File: src/rtl/subtractor_nbit.sv
// Registered N-bit unsigned subtractor built as a ripple-borrow chain of full-subtractor cells.
// Define SUBTRACTOR_NBIT_OVF_EN to add the registered signed-overflow output ovf_o.
module subtractor_nbit #(
    parameter int unsigned nb_bit = 8
) (
    input  logic              clk_i,
    input  logic              rst_i,
    input  logic              valid_i,
    input  logic [nb_bit-1:0] a_i,
    input  logic [nb_bit-1:0] b_i,
    output logic              valid_o,
    output logic [nb_bit-1:0] diff_o,
`ifdef SUBTRACTOR_NBIT_OVF_EN
    output logic              ovf_o,
`endif
    output logic              borrow_o
);

    logic [nb_bit:0]   br;
    logic [nb_bit-1:0] d;

    logic              valid_d,  valid_q;
    logic [nb_bit-1:0] diff_d,   diff_q;
    logic              borrow_d, borrow_q;

    always_comb begin
        br = '0;
        d  = '0;
        for (int unsigned k = 0; k < nb_bit; k++) begin
            d[k]    = a_i[k] ^ b_i[k] ^ br[k];
            br[k+1] = (~a_i[k] & b_i[k]) | (~(a_i[k] ^ b_i[k]) & br[k]);
        end
    end

    // Results only load on valid_i; otherwise the last result is held.
    always_comb begin
        valid_d  = valid_i;
        diff_d   = diff_q;
        borrow_d = borrow_q;
        if (valid_i) begin
            diff_d   = d;
            borrow_d = br[nb_bit];
        end
    end

    always_ff @(posedge clk_i) begin
        if (rst_i) begin
            valid_q  <= 1'b0;
            diff_q   <= '0;
            borrow_q <= 1'b0;
        end else begin
            valid_q  <= valid_d;
            diff_q   <= diff_d;
            borrow_q <= borrow_d;
        end
    end

    assign valid_o  = valid_q;
    assign diff_o   = diff_q;
    assign borrow_o = borrow_q;

`ifdef SUBTRACTOR_NBIT_OVF_EN
    logic ovf_d, ovf_q;

    always_comb begin
        ovf_d = ovf_q;
        if (valid_i) begin
            ovf_d = (a_i[nb_bit-1] ^ b_i[nb_bit-1]) & (d[nb_bit-1] ^ a_i[nb_bit-1]);
        end
    end

    always_ff @(posedge clk_i) begin
        if (rst_i) begin
            ovf_q <= 1'b0;
        end else begin
            ovf_q <= ovf_d;
        end
    end

    assign ovf_o = ovf_q;
`endif

endmodule

File: config.mk
export PLATFORM = sky130hd
export DESIGN_NAME = subtractor_nbit
export DESIGN_NICKNAME = d
export VERILOG_FILES = /design/src/rtl/subtractor_nbit.sv
export SDC_FILE = /design/constraint.sdc
export NUM_CORES = 1
export LEC_CHECK = 0
export ABC_AREA = 1
export BUFFER_PORTS_ARGS = -buffer_cell sky130_fd_sc_hd__buf_2
export CAP_MARGIN = 25
export CORE_MARGIN = 2
export CORE_UTILIZATION = 38
export CTS_CLUSTER_SIZE = 12
export DETAILED_ROUTE_END_ITERATION = 16
export PLACE_DENSITY = 0.72
export SKIP_LAST_GASP = 1
export SYNTH_ARGS = -nofsm -noshare
export SYNTH_HDL_FRONTEND = slang
export SYNTH_SLANG_ARGS = --single-unit
File: constraint.sdc
create_clock -name clk_i -period 3.5 [get_ports clk_i]
set_clock_uncertainty 0.1 [all_clocks]
set_input_delay 0.525 -clock clk_i [delete_from_list [all_inputs] [get_ports clk_i]]
set_output_delay 0.525 -clock clk_i [all_outputs]
set_load 0.01 [all_outputs]
# Word-level counts from Yosys, hierarchy flattened
# Cells that the tools add are included.
word_totals:
  register_bits: 10
  latch_bits: 0
  ramBits: 0
  romBits: 0
  inputBits: 19
  out_inout_bits: 10
  wordCells: 55
  mem_count: 0
op_classes:
  add_sub_neg: 0
  multipliers: 0
  div: 0
  order_cmp: 0
  n_eq_ne: 0
  shifts: 0
  muxes: 0
  bitwise_logic: 52
  reduce_logical: 0
op_table:
  columns: ["cell", "count"]
  rows:
  - ["$and A1 B1 Y1", 15]
  - ["$not A1 Y1", 15]
  - ["$xor A1 B1 Y1", 15]
  - ["$or A1 B1 Y1", 7]

# Longest topological paths before layout
# Gate-level depths: netlist of run 1.
depth:
  depth_word: 16
  depth_mapped: 15
  ltp_nobuf: 15

# Worst setup path before layout of run 1
# Ideal clock, no wire load.
synth_path:
  path_type: "input-to-reg"
  from: "in a_i[0]"
  to: "reg diff_q[7] (netlist: diff_o[7])"
  setup_ns: 0.116
  t_arrival_ns: 3.432
  t_required_ns: 3.284
  slack_ns: -0.148
  stages: 14
  n_path_buf: 0
  cell_sequence: "inv_1 ha_1 inv_1 fa_1 inv_1 fa_1 fa_1 fa_1 fa_1 fa_1 inv_1 fa_1 nor2_1 nor2_1"
synth_via:
  elab_chain_len: 15
synth_rtl:
  columns: ["item", "line_no", "text"]
  rows:
  - ["start: declaration", "9", "input logic [nb_bit-1:0] a_i,"]
  - ["$not A1 Y1", "31", "br[k+1] = (~a_i[k] & b_i[k]) | (~(a_i[k] ^ b_i[k]) & br[k]);"]
  - ["$and A1 B1 Y1 (2 in a row)", "31", null]
  - ["$or A1 B1 Y1", "31", null]
  - ["$and A1 B1 Y1", "31", null]
  - ["$or A1 B1 Y1", "31", null]
  - ["$and A1 B1 Y1", "31", null]
  - ["$or A1 B1 Y1", "31", null]
  - ["$and A1 B1 Y1", "31", null]
  - ["$or A1 B1 Y1", "31", null]
  - ["$and A1 B1 Y1", "31", null]
  - ["$or A1 B1 Y1", "31", null]
  - ["$and A1 B1 Y1", "31", null]
  - ["$or A1 B1 Y1", "31", null]
  - ["$xor A1 B1 Y1", "30", "d[k] = a_i[k] ^ b_i[k] ^ br[k];"]
  - ["via d[7]", "20", "logic [nb_bit-1:0] d;"]
  - ["end signal: assignment", "53", "diff_q <= diff_d;"]
  - ["end: declaration", "23", "logic [nb_bit-1:0] diff_d, diff_q;"]
# The timed path passes the listed nets, and every way through them passes these cells.
# A chain may end at the register's enable or synchronous reset.

# Final worst setup path of run 1
# Same ends and word-level chain as after synthesis.

==> impl_metrics.py, run 1 <==
metrics = {
    "timing": {
        "slew_violations": 0,
        "slew_headroom": 0.832,
        "whs_ns": 0.333,
        "fmax_mhz": 291,
        "period_minus_slack_ns": 3.44,
        "setup_viol": 0,
        "hold_viol": 0,
        "period_share": 0.983,
        "rsz0062_at_grt": "yes",
        "tightestPinTransition_ns": 0.252,
    },
    "routing": {
        "drcViolationCount": 0,
        "wl_per_cell_um": 9.30,
        "num_vias": 479,
        "drtAntennaViolNets": 0,
        "routed_wirelength_um": 1040,
        "drt_iter0_markers": 1,
        "vias_per_cell": 4.28,
        "dr.pass1.iters": 2,
    },
    "clock_network": {
        "numCtsBuffers": 3,
        "clock-sinks": 10,
        "clockBufferDepth": 2,
        "ctsHoldBuffers": 0,
        "clock_latency_ns": 0.25,
        "h-tree-depth": 1,
        "cts_root_buf": "clkbuf_4",
        "cts_setup_buffers": 0,
        "cts_tree": "built",
        "clk_pin_slew_worst_paths_ns": 0.06,
        "post_cts_resized": 0,
    },
    "placement": {
        "dp_hpwl_um": 811,
        "gp_congestion": 0.732,
        "postPlaceCellArea_um2": 706,
        "numPortBuffers": 28,
    },
    "pwr": {
        "clkPwrFrac": 0.269,
        "internal_power_uw": 199,
        "swShare": 0.281,
        "cellLeakagePower_uw": 0.000420,
        "irDropWorstVdd_uv": 174,
        "combPwrFrac": 0.265,
        "p_switching_uw": 77.5,
        "power_density_nw_per_um2": 364,
        "seq_power_share": 0.466,
    },
    "worst_setup_path": {
        "worstPathArrival_ns": 3.49,
        "cp-end-kind": "flip-flop",
        "cp-start-kind": "primary input",
        "required_ns": 3.54,
        "worstPathMaxFanout": 1,
        "critPathKind": "primary input to flip-flop",
        "rrSetupSlack_ns": 2.73,
    },
    "floorplan": {
        "dieArea_um2": 1810,
        "rows": 13,
        "die_x_um": 42.5,
        "io_pins": 29,
        "core_region_area_um2": 1350,
        "initial_utilization": 0.417,
        "die_y_um": 42.5,
    },
    "yosys": {
        "synthCells": 68,
        "synth_common_cells": "nor2_1 (18), inv_1 (14), nand2_1 (13)",
        "synth_edf_count": 0,
        "ys_seq_elements": 10,
        "synthTopCellsByArea": "dfxtp_1 (36%), fa_1 (25%), nor2_1 (12%), inv_1 (9.3%), nand2_1 (8.7%)",
        "yosysSeqAreaShare": 0.356,
        "synth_top_area_share": 0.356,
        "synth_ff_type": "dfxtp_1",
        "syn_avg_cell_area_um2": 8.28,
        "async_flop_share": 0,
        "syn-cell-area_um2": 563,
        "synth_fp_nets": 95,
        "synth_top_cell_by_area": "dfxtp_1",
        "ys_types": 9,
        "yosysMostFrequentCell": "nor2_1",
        "yosys_warnings": 0,
    },
    "final_layout": {
        "design_area_um2": 758,
        "syn2layout_area_growth_pct": 34.7,
        "final_nets": 126,
        "antennaDiodeCount": 0,
        "drive_gt1_frac": 0.433,
    },
    "grt": {
        "grt_use_total": 0.122,
        "grt_pass1_wl_um": 1610,
        "overflow": 0,
        "antenna_found_initial": 0,
        "grt_max_degree": 18,
        "grt_pass1_vias": 428,
    },
    "min_path": {
        "hp-class": "primary input to flip-flop",
    },
    "status": {
        "outcome": "completed",
    },
    "flow_run": {
        "maxCapViolations": 0,
    },
}
[worst paths after layout]
| check | endpoint | from | cells past startpoint |
|---|---|---|---|
| worst max register to register | diff_o[7]$_SDFFE_PP0P_ | diff_o[7]$_SDFFE_PP0P_ | 2 |
| worst min register to register | diff_o[0]$_SDFFE_PP0P_ | diff_o[0]$_SDFFE_PP0P_ | 2 |
| worst max-delay path | diff_o[7]$_SDFFE_PP0P_ | a_i[0] | 15 |
| worst min-delay path | valid_o$_SDFF_PP0_ | rst_i | 2 |
[power groups by stage]
stage                     Sequential, uW  Clock [uW]  Combinational (uW)
after global routing                 130        80.4                84.3
after floorplan                      136           0                38.6
after CTS                            129        76.7                69.4
after global placement               131           0                68.1
after detailed placement             131           0                69.1
final                                129        74.3                73.1
[cells in the final DEF (no fill, tap or decap), drive strengths merged]
master / Yosys / final
buf: 2 / 28
nor2: 18 / 18
inv: 14 / 14
nand2: 13 / 13
dfxtp: 10 / 10
fa: 7 / 7
o21ai: 3 / 3
clkbuf: 0 / 3
ha: 1 / 1
[through the flow]
step | power (uW) | utilization | worst slack (ns) | TNS [ns] | std cells
2_1_floorplan | 175 | - | -0.0141 | -0.0141 | 68
3_3_place_gp | 199 | 0.523 | -0.221 | -0.221 | 109
3_5_place_dp | 200 | 0.523 | -0.223 | -0.223 | 109
4_1_cts | 275 | 0.539 | 0.0301 | 0 | 112
5_1_grt | 294 | 0.562 | -0.0605 | -0.0605 | 112
6_report | 276 | 0.562 | 0.0595 | 0 | 112
[registers in the layout, summed over array words and instances, names as in the netlist]
signal    cells
borrow_o      1
diff_o        8
valid_o       1
[metal layers]
metal | routed length, um | GRT usage | up-vias
li1 | - | - | 251
met3 | 98 | 0.0302 | 2
met5 | 0 | 0 | -
met1 | 428 | 0.148 | 206
met2 | 504 | 0.182 | 20
met4 | 10 | 0.0938 | 0
[kinds of logic (layout without fill, tap and decap cells)]
kind of cell | count (synthesis) | count (layout) | share of synthesized area
AO/OA/AOI/OAI | 3 | 3 | 0.0267
adder cells (fa/ha/maj) | 8 | 8 | 0.271
buffers and inverters | 16 | 45 | 0.140
flip-flops | 10 | 10 | 0.356
AND/OR/NAND/NOR | 31 | 31 | 0.207
[cell type report]
class,count,area (um^2)
clock buffer,3,22.5
fill,127,592
inverter,14,52.6
multi-input combinational,42,312
sequential,10,200
tap,15,18.8
timing repair buffer,28,153
[worst max-delay path, stage by stage]
cell    delay, ns
buf_6        0.07
inv_2        0.03
ha_4         0.14
inv_2        0.06
fa_2         0.20
inv_2        0.04
fa_2         0.35
fa_2         0.35
fa_2         0.37
fa_2         0.38
fa_2         0.37
inv_2        0.06
fa_1         0.40
nor2_1       0.09
nor2_1       0.04
(Power assumes the default switching activity.)
==> run 2, diff against run 1 <==
--- a/config.mk
+++ b/config.mk
@@ -8,7 +8,6 @@
 export ABC_AREA = 1
 export BUFFER_PORTS_ARGS = -buffer_cell sky130_fd_sc_hd__buf_2
 export CAP_MARGIN = 25
-export CORE_MARGIN = 2
 export CORE_UTILIZATION = 38
 export CTS_CLUSTER_SIZE = 12
 export DETAILED_ROUTE_END_ITERATION = 16
==> constraint.sdc (replaced) <==
create_clock -name clk_i -period 3.5 [get_ports clk_i]
set_clock_uncertainty 0.1 [all_clocks]
set_input_delay 0.175 -clock clk_i [delete_from_list [all_inputs] [get_ports clk_i]]
set_output_delay 0.175 -clock clk_i [all_outputs]
set_load 0.01 [all_outputs]
==> impl_metrics.py, run 2 (same netlist as run 1, synthesis figures left out) <==
metrics = {
    "timing": {
        "period_share": 0.943,
        "rsz0062_at_grt": "no",
        "slew_headroom": 0.825,
        "hold_viol": 0,
        "whs_ns": 0.157,
        "slew_violations": 0,
        "tightestPinTransition_ns": 0.263,
        "period_minus_slack_ns": 3.30,
        "setup_ws_ns": 0.201,
        "fmax_mhz": 303,
        "setup_viol": 0,
        "fin_setup_tns_ns": 0,
    },
    "clock_network": {
        "cts_root_buf": "clkbuf_4",
        "clock-sinks": 10,
        "cts_tree": "built",
        "h-tree-depth": 1,
        "clock_latency_ns": 0.26,
        "clockBufferDepth": 2,
        "clk_pin_slew_worst_paths_ns": 0.07,
        "cts_setup_buffers": 0,
        "numCtsBuffers": 3,
    },
    "pwr": {
        "cellLeakagePower_uw": 0.000437,
        "irDropWorstVdd_uv": 180,
        "power_density_nw_per_um2": 403,
    },
    "routing": {
        "drt_iter0_markers": 5,
        "num_vias": 471,
        "vias_per_cell": 4.13,
        "dr.pass1.iters": 2,
        "drtAntennaViolNets": 0,
        "wl_per_cell_um": 8.16,
        "drcViolationCount": 0,
        "routed_wirelength_um": 930,
    },
    "placement": {
        "pre_cts_ws_ns": -0.0842,
        "dp_hpwl_um": 768,
        "dp.cells": 109,
        "gp_congestion": 0.694,
        "numPortBuffers": 28,
    },
    "worst_setup_path": {
        "timing.critical_path.mode_cell": "fa_1",
        "rr_worst_depth": 2,
        "critPathKind": "primary input to flip-flop",
        "worstPathMaxFanout": 1,
        "cp-start-kind": "primary input",
        "worstPathArrival_ns": 3.35,
        "max_stage_delay_ns": 0.41,
        "required_ns": 3.55,
        "crit_chain": "buf_2 -> inv_1 -> ha_1 -> inv_1 -> fa_1 -> inv_1 -> fa_1 -> fa_1 -> fa_1 -> fa_1 -> fa_1 -> inv_1 -> fa_1 -> nor2_1 -> nor2_1",
        "worst_path_max_delay_cell": "fa_1",
        "cp-end-kind": "flip-flop",
    },
    "grt": {
        "antenna_found_initial": 0,
        "grt_pass1_vias": 383,
        "overflow": 0,
        "grt_use_total": 0.145,
        "grt_pass1_wl_um": 1500,
        "grt_max_degree": 18,
    },
    "floorplan": {
        "io_pins": 29,
        "die_x_um": 40.5,
        "dieArea_um2": 1640,
        "initial_utilization": 0.422,
        "die_y_um": 40.5,
        "rows": 13,
        "core_region_area_um2": 1330,
    },
    "status": {
        "outcome": "completed",
    },
    "final_layout": {
        "final_cell_mix": "buf_2 (28), nor2_1 (18), inv_1 (14), nand2_1 (13), dfxtp_1 (10)",
        "drive_gt1_frac": 0.323,
        "largest_reg_flops": 8,
        "final-instance-count-excl-fill": 114,
        "multi_input_area_um2": 284,
        "fillCellCount": 138,
        "final_nets": 127,
        "final_common_cell": "buf_2",
        "final-seq-area_um2": 200,
        "antennaDiodeCount": 0,
        "syn2layout_area_growth_pct": 31.8,
    },
    "min_path": {
        "hp-class": "primary input to flip-flop",
        "min_path_cells": 5,
    },
    "flow_run": {
        "maxCapViolations": 0,
    },
}
run 2: changes by cell type in the layout (fill, tap and decap cells not counted), sizes merged:
cell         before  now
clkbuf            3    4
dlygate4sd3       0    1
run 2: stage by stage:
step,area (um^2),util,power (uW)
after floorplan,563,-,173
after global placement,696,0.522,197
after detailed placement,696,0.522,199
after CTS,742,0.556,305
after global routing,742,0.556,323
final,742,0.556,299
run 2: timing repair:
item / in CTS / in global routing
hold buffers: 1 / 0
resized for setup: 0 / 0
hold endpoints to repair: 1 / 0
run 2: layer usage:
metal	GRT usage	wire, um	part of all wire	up-vias
met2	0.226	413	0.44	21
met1	0.175	432	0.46	194
li1	-	-	-	256
met4	0.0750	0	0	0
met5	0	0	0	-
met3	0.0500	84	0.090	0
run 2: worst paths after layout:
path | start | end | slack [ns]
worst min-delay path | b_i[0] | diff_o[0]$_SDFFE_PP0P_ | 0.16
worst max register to register | diff_o[7]$_SDFFE_PP0P_ | diff_o[7]$_SDFFE_PP0P_ | 2.78
worst max-delay path | a_i[0] | diff_o[7]$_SDFFE_PP0P_ | 0.20
worst min register to register | diff_o[0]$_SDFFE_PP0P_ | diff_o[0]$_SDFFE_PP0P_ | 0.37
run 2: report_power, final:
group          switching, uW  internal (uW)
Clock                   39.6           63.1
Sequential              4.09            124
Combinational           36.1           32.0
run 2: final cells by class:
class | instances | area share
clock buffer | 4 | 0.0489
timing repair buffer | 29 | 0.202
inverter | 14 | 0.0708
multi-input combinational | 42 | 0.383
sequential | 10 | 0.270
tap | 15 | 0.0253
run 2: worst max-delay path: cells and delay by family:
| kind | cells | cell delay (ns) |
|---|---|---|
| buf+inv | 5 | 0.31 |
| fa+ha+maj | 8 | 2.71 |
| simple gates | 2 | 0.16 |
==> run 3, diff against run 2 <==
--- a/config.mk
+++ b/config.mk
@@ -5,14 +5,14 @@
 export SDC_FILE = /design/constraint.sdc
 export NUM_CORES = 1
 export LEC_CHECK = 0
-export ABC_AREA = 1
 export BUFFER_PORTS_ARGS = -buffer_cell sky130_fd_sc_hd__buf_2
 export CAP_MARGIN = 25
-export CORE_UTILIZATION = 38
+export CORE_UTILIZATION = 39
 export CTS_CLUSTER_SIZE = 12
 export DETAILED_ROUTE_END_ITERATION = 16
-export PLACE_DENSITY = 0.72
+export PLACE_DENSITY = 0.73
 export SKIP_LAST_GASP = 1
+export SLEW_MARGIN = 10
 export SYNTH_ARGS = -nofsm -noshare
 export SYNTH_HDL_FRONTEND = slang
 export SYNTH_SLANG_ARGS = --single-unit
==> impl_metrics.py, run 3 <==
metrics = {
    "status": {
        "outcome": "completed",
    },
    "yosys": {
        "synth_compound_area_frac": 0.150,
        "yosys.area_share.simple": 0.0773,
        "synth_ff_type": "dfxtp_1",
        "syn_avg_cell_area_um2": 11.4,
        "synthMuxAreaShare": 0.0343,
        "ys_types": 12,
        "synthCells": 51,
        "ys_seq_elements": 10,
        "synthAdderAreaFrac": 0.262,
        "yosys_warnings": 0,
        "synth_top_area_share": 0.343,
        "synth_top_cell_by_area": "dfxtp_1",
        "synth_xor_area_frac": 0,
        "synthTopCellsByArea": "dfxtp_1 (34%), fa_1 (24%), a211oi_2 (15%), inv_1 (7.1%), nor2_1 (4.5%)",
        "synth_common_cells": "inv_1 (11), dfxtp_1 (10), a211oi_2 (7), fa_1 (7), nor2_1 (7)",
        "synth_fp_nets": 78,
        "synth_edf_count": 0,
        "async_flop_share": 0,
        "syn-cell-area_um2": 583,
        "yosysMostFrequentCell": "inv_1",
        "synth_top_family_by_area": "adder cells",
        "yosysSeqAreaShare": 0.343,
    },
    "final_layout": {
        "design_area_um2": 728,
        "fillCellCount": 125,
        "antennaDiodeCount": 0,
        "syn2layout_area_growth_pct": 24.9,
        "final_nets": 108,
        "drive_gt1_frac": 0.506,
        "largest_reg_flops": 8,
        "final_cell_mix": "buf_2 (28), inv_1 (11), dfxtp_1 (10)",
        "final_common_cell": "buf_2",
    },
    "clock_network": {
        "clockBufferDepth": 2,
        "numCtsBuffers": 3,
        "cts_tree": "built",
        "ctsHoldBuffers": 0,
        "h-tree-depth": 1,
        "post_cts_resized": 0,
        "clock_latency_ns": 0.26,
        "clk_pin_slew_worst_paths_ns": 0.07,
        "clock-sinks": 10,
        "cts_root_buf": "clkbuf_4",
        "cts_setup_buffers": 0,
    },
    "routing": {
        "num_vias": 420,
        "dr.pass1.iters": 3,
        "drtAntennaViolNets": 0,
        "routed_wirelength_um": 930,
        "vias_per_cell": 4.47,
        "drt_iter0_markers": 2,
        "wl_per_cell_um": 9.89,
        "drcViolationCount": 0,
    },
    "min_path": {
        "min_path_cells": 3,
        "hp-class": "primary input to flip-flop",
        "hp-start": "b_i[0]",
        "hold_end": "diff_o[0]$_SDFFE_PP0P_",
    },
    "timing": {
        "tightestPinTransition_ns": 0.388,
        "hold_viol": 0,
        "rsz0062_at_grt": "no",
        "period_share": 0.926,
        "period_minus_slack_ns": 3.24,
        "setup_viol": 0,
        "fmax_mhz": 309,
        "slew_violations": 0,
        "whs_ns": 0.121,
        "slew_headroom": 0.741,
    },
    "placement": {
        "numPortBuffers": 28,
        "postPlaceCellArea_um2": 706,
        "dp_hpwl_um": 732,
        "gp_congestion": 0.652,
    },
    "worst_setup_path": {
        "timing.critical_path.mode_cell": "fa_1",
        "crit_chain": "buf_2 -> inv_1 -> ha_1 -> inv_1 -> fa_1 -> inv_1 -> fa_1 -> fa_1 -> fa_1 -> fa_1 -> fa_1 -> inv_1 -> fa_1 -> mux2i_1 -> nor2_1",
        "required_ns": 3.56,
        "max_stage_delay_ns": 0.41,
        "r2r_start": "diff_o[2]$_SDFFE_PP0P_",
        "worstSetupStartpoint": "a_i[0]",
        "worstPathArrival_ns": 3.30,
        "worstPathMaxFanout": 1,
        "cp_num_buf_inv": 5,
        "cp-start-kind": "primary input",
        "rr_worst_depth": 2,
        "worst_path_max_delay_cell": "fa_1",
        "reg2reg_to": "diff_o[2]$_SDFFE_PP0P_",
        "critPathKind": "primary input to flip-flop",
        "crit_family": "adder cells",
        "cp-end-kind": "flip-flop",
        "rrSetupSlack_ns": 2.80,
    },
    "grt": {
        "grt_max_degree": 18,
        "grt_use_total": 0.163,
        "grt_pass1_vias": 413,
        "overflow": 0,
        "grt_pass1_wl_um": 1660,
        "antenna_found_initial": 0,
    },
    "floorplan": {
        "rows": 13,
        "dieArea_um2": 1650,
        "io_pins": 29,
        "die_y_um": 40.7,
        "core_region_area_um2": 1350,
        "initial_utilization": 0.432,
        "die_x_um": 40.7,
    },
    "pwr": {
        "power_density_nw_per_um2": 388,
        "cellLeakagePower_uw": 0.000377,
        "irDropWorstVdd_uv": 294,
    },
    "flow_run": {
        "maxCapViolations": 0,
    },
}
-- run 3: changes by cell type in the layout (fill, tap and decap cells not counted), sizes merged --
cell | before | now
nand2 | 13 | 0
nor2 | 18 | 9
a211oi | 0 | 7
inv | 14 | 11
o21ai | 3 | 0
mux2i | 0 | 2
clkbuf | 4 | 3
dlygate4sd3 | 1 | 0
nor2b | 0 | 1
-- run 3: layer usage --
metal,track usage,vias up,part of all wire
met5,0,-,0
met4,0.0500,0,0.012
met3,0.0815,3,0.096
met2,0.286,23,0.44
met1,0.168,180,0.45
li1,-,214,-
-- run 3: power by group --
group,switching (uW),internal [uW],total [uW]
clock network,41.3,39.8,81.1
logic,37.3,34.7,72.0
registers,4.78,124,129
-- run 3: logic make-up after synthesis --
group / count (synthesis)
AOI/OAI and AO/OA: 7
adders and majority gates: 8
buffers and inverters: 14
DFF: 10
muxes: 2
and+or+nand+nor: 10
-- run 3: layout make-up --
cell class | instances | area (um^2) | share of cell area
Clock buffer | 3 | 22.5 | 0.0309
Tap cell | 15 | 18.8 | 0.0258
Multi-Input combinational cell | 27 | 305 | 0.419
Inverter | 11 | 41.3 | 0.0567
Timing Repair Buffer | 28 | 140 | 0.192
Sequential cell | 10 | 200 | 0.275
-- run 3: through the flow --
| stage | total power, uW | setup WS, ns | util | TNS [ns] | instances |
|---|---|---|---|---|---|
| 2_1_floorplan | 181 | 0.169 | - | 0 | 51 |
| 3_3_place_gp | 203 | -0.0107 | 0.523 | -0.0107 | 91 |
| 3_5_place_dp | 205 | -0.0552 | 0.523 | -0.0552 | 91 |
| 4_1_cts | 286 | 0.222 | 0.539 | 0 | 94 |
| 5_1_grt | 306 | 0.0621 | 0.539 | 0 | 94 |
| 6_report | 282 | 0.260 | 0.539 | 0 | 94 |
-- run 3: worst max-delay path by stage --
stage	cells after the start	to
floorplan	14	diff_o[7]$_SDFFE_PP0P_
global placement	15	diff_o[7]$_SDFFE_PP0P_
detailed placement	15	diff_o[7]$_SDFFE_PP0P_
CTS	15	diff_o[7]$_SDFFE_PP0P_
global route	15	diff_o[7]$_SDFFE_PP0P_
finish	15	diff_o[7]$_SDFFE_PP0P_
-- run 3: tightest hold or removal path: stages --
cell and delay [ns]:
buf_2 0.08, ha_1 0.12, a211oi_2 0.06
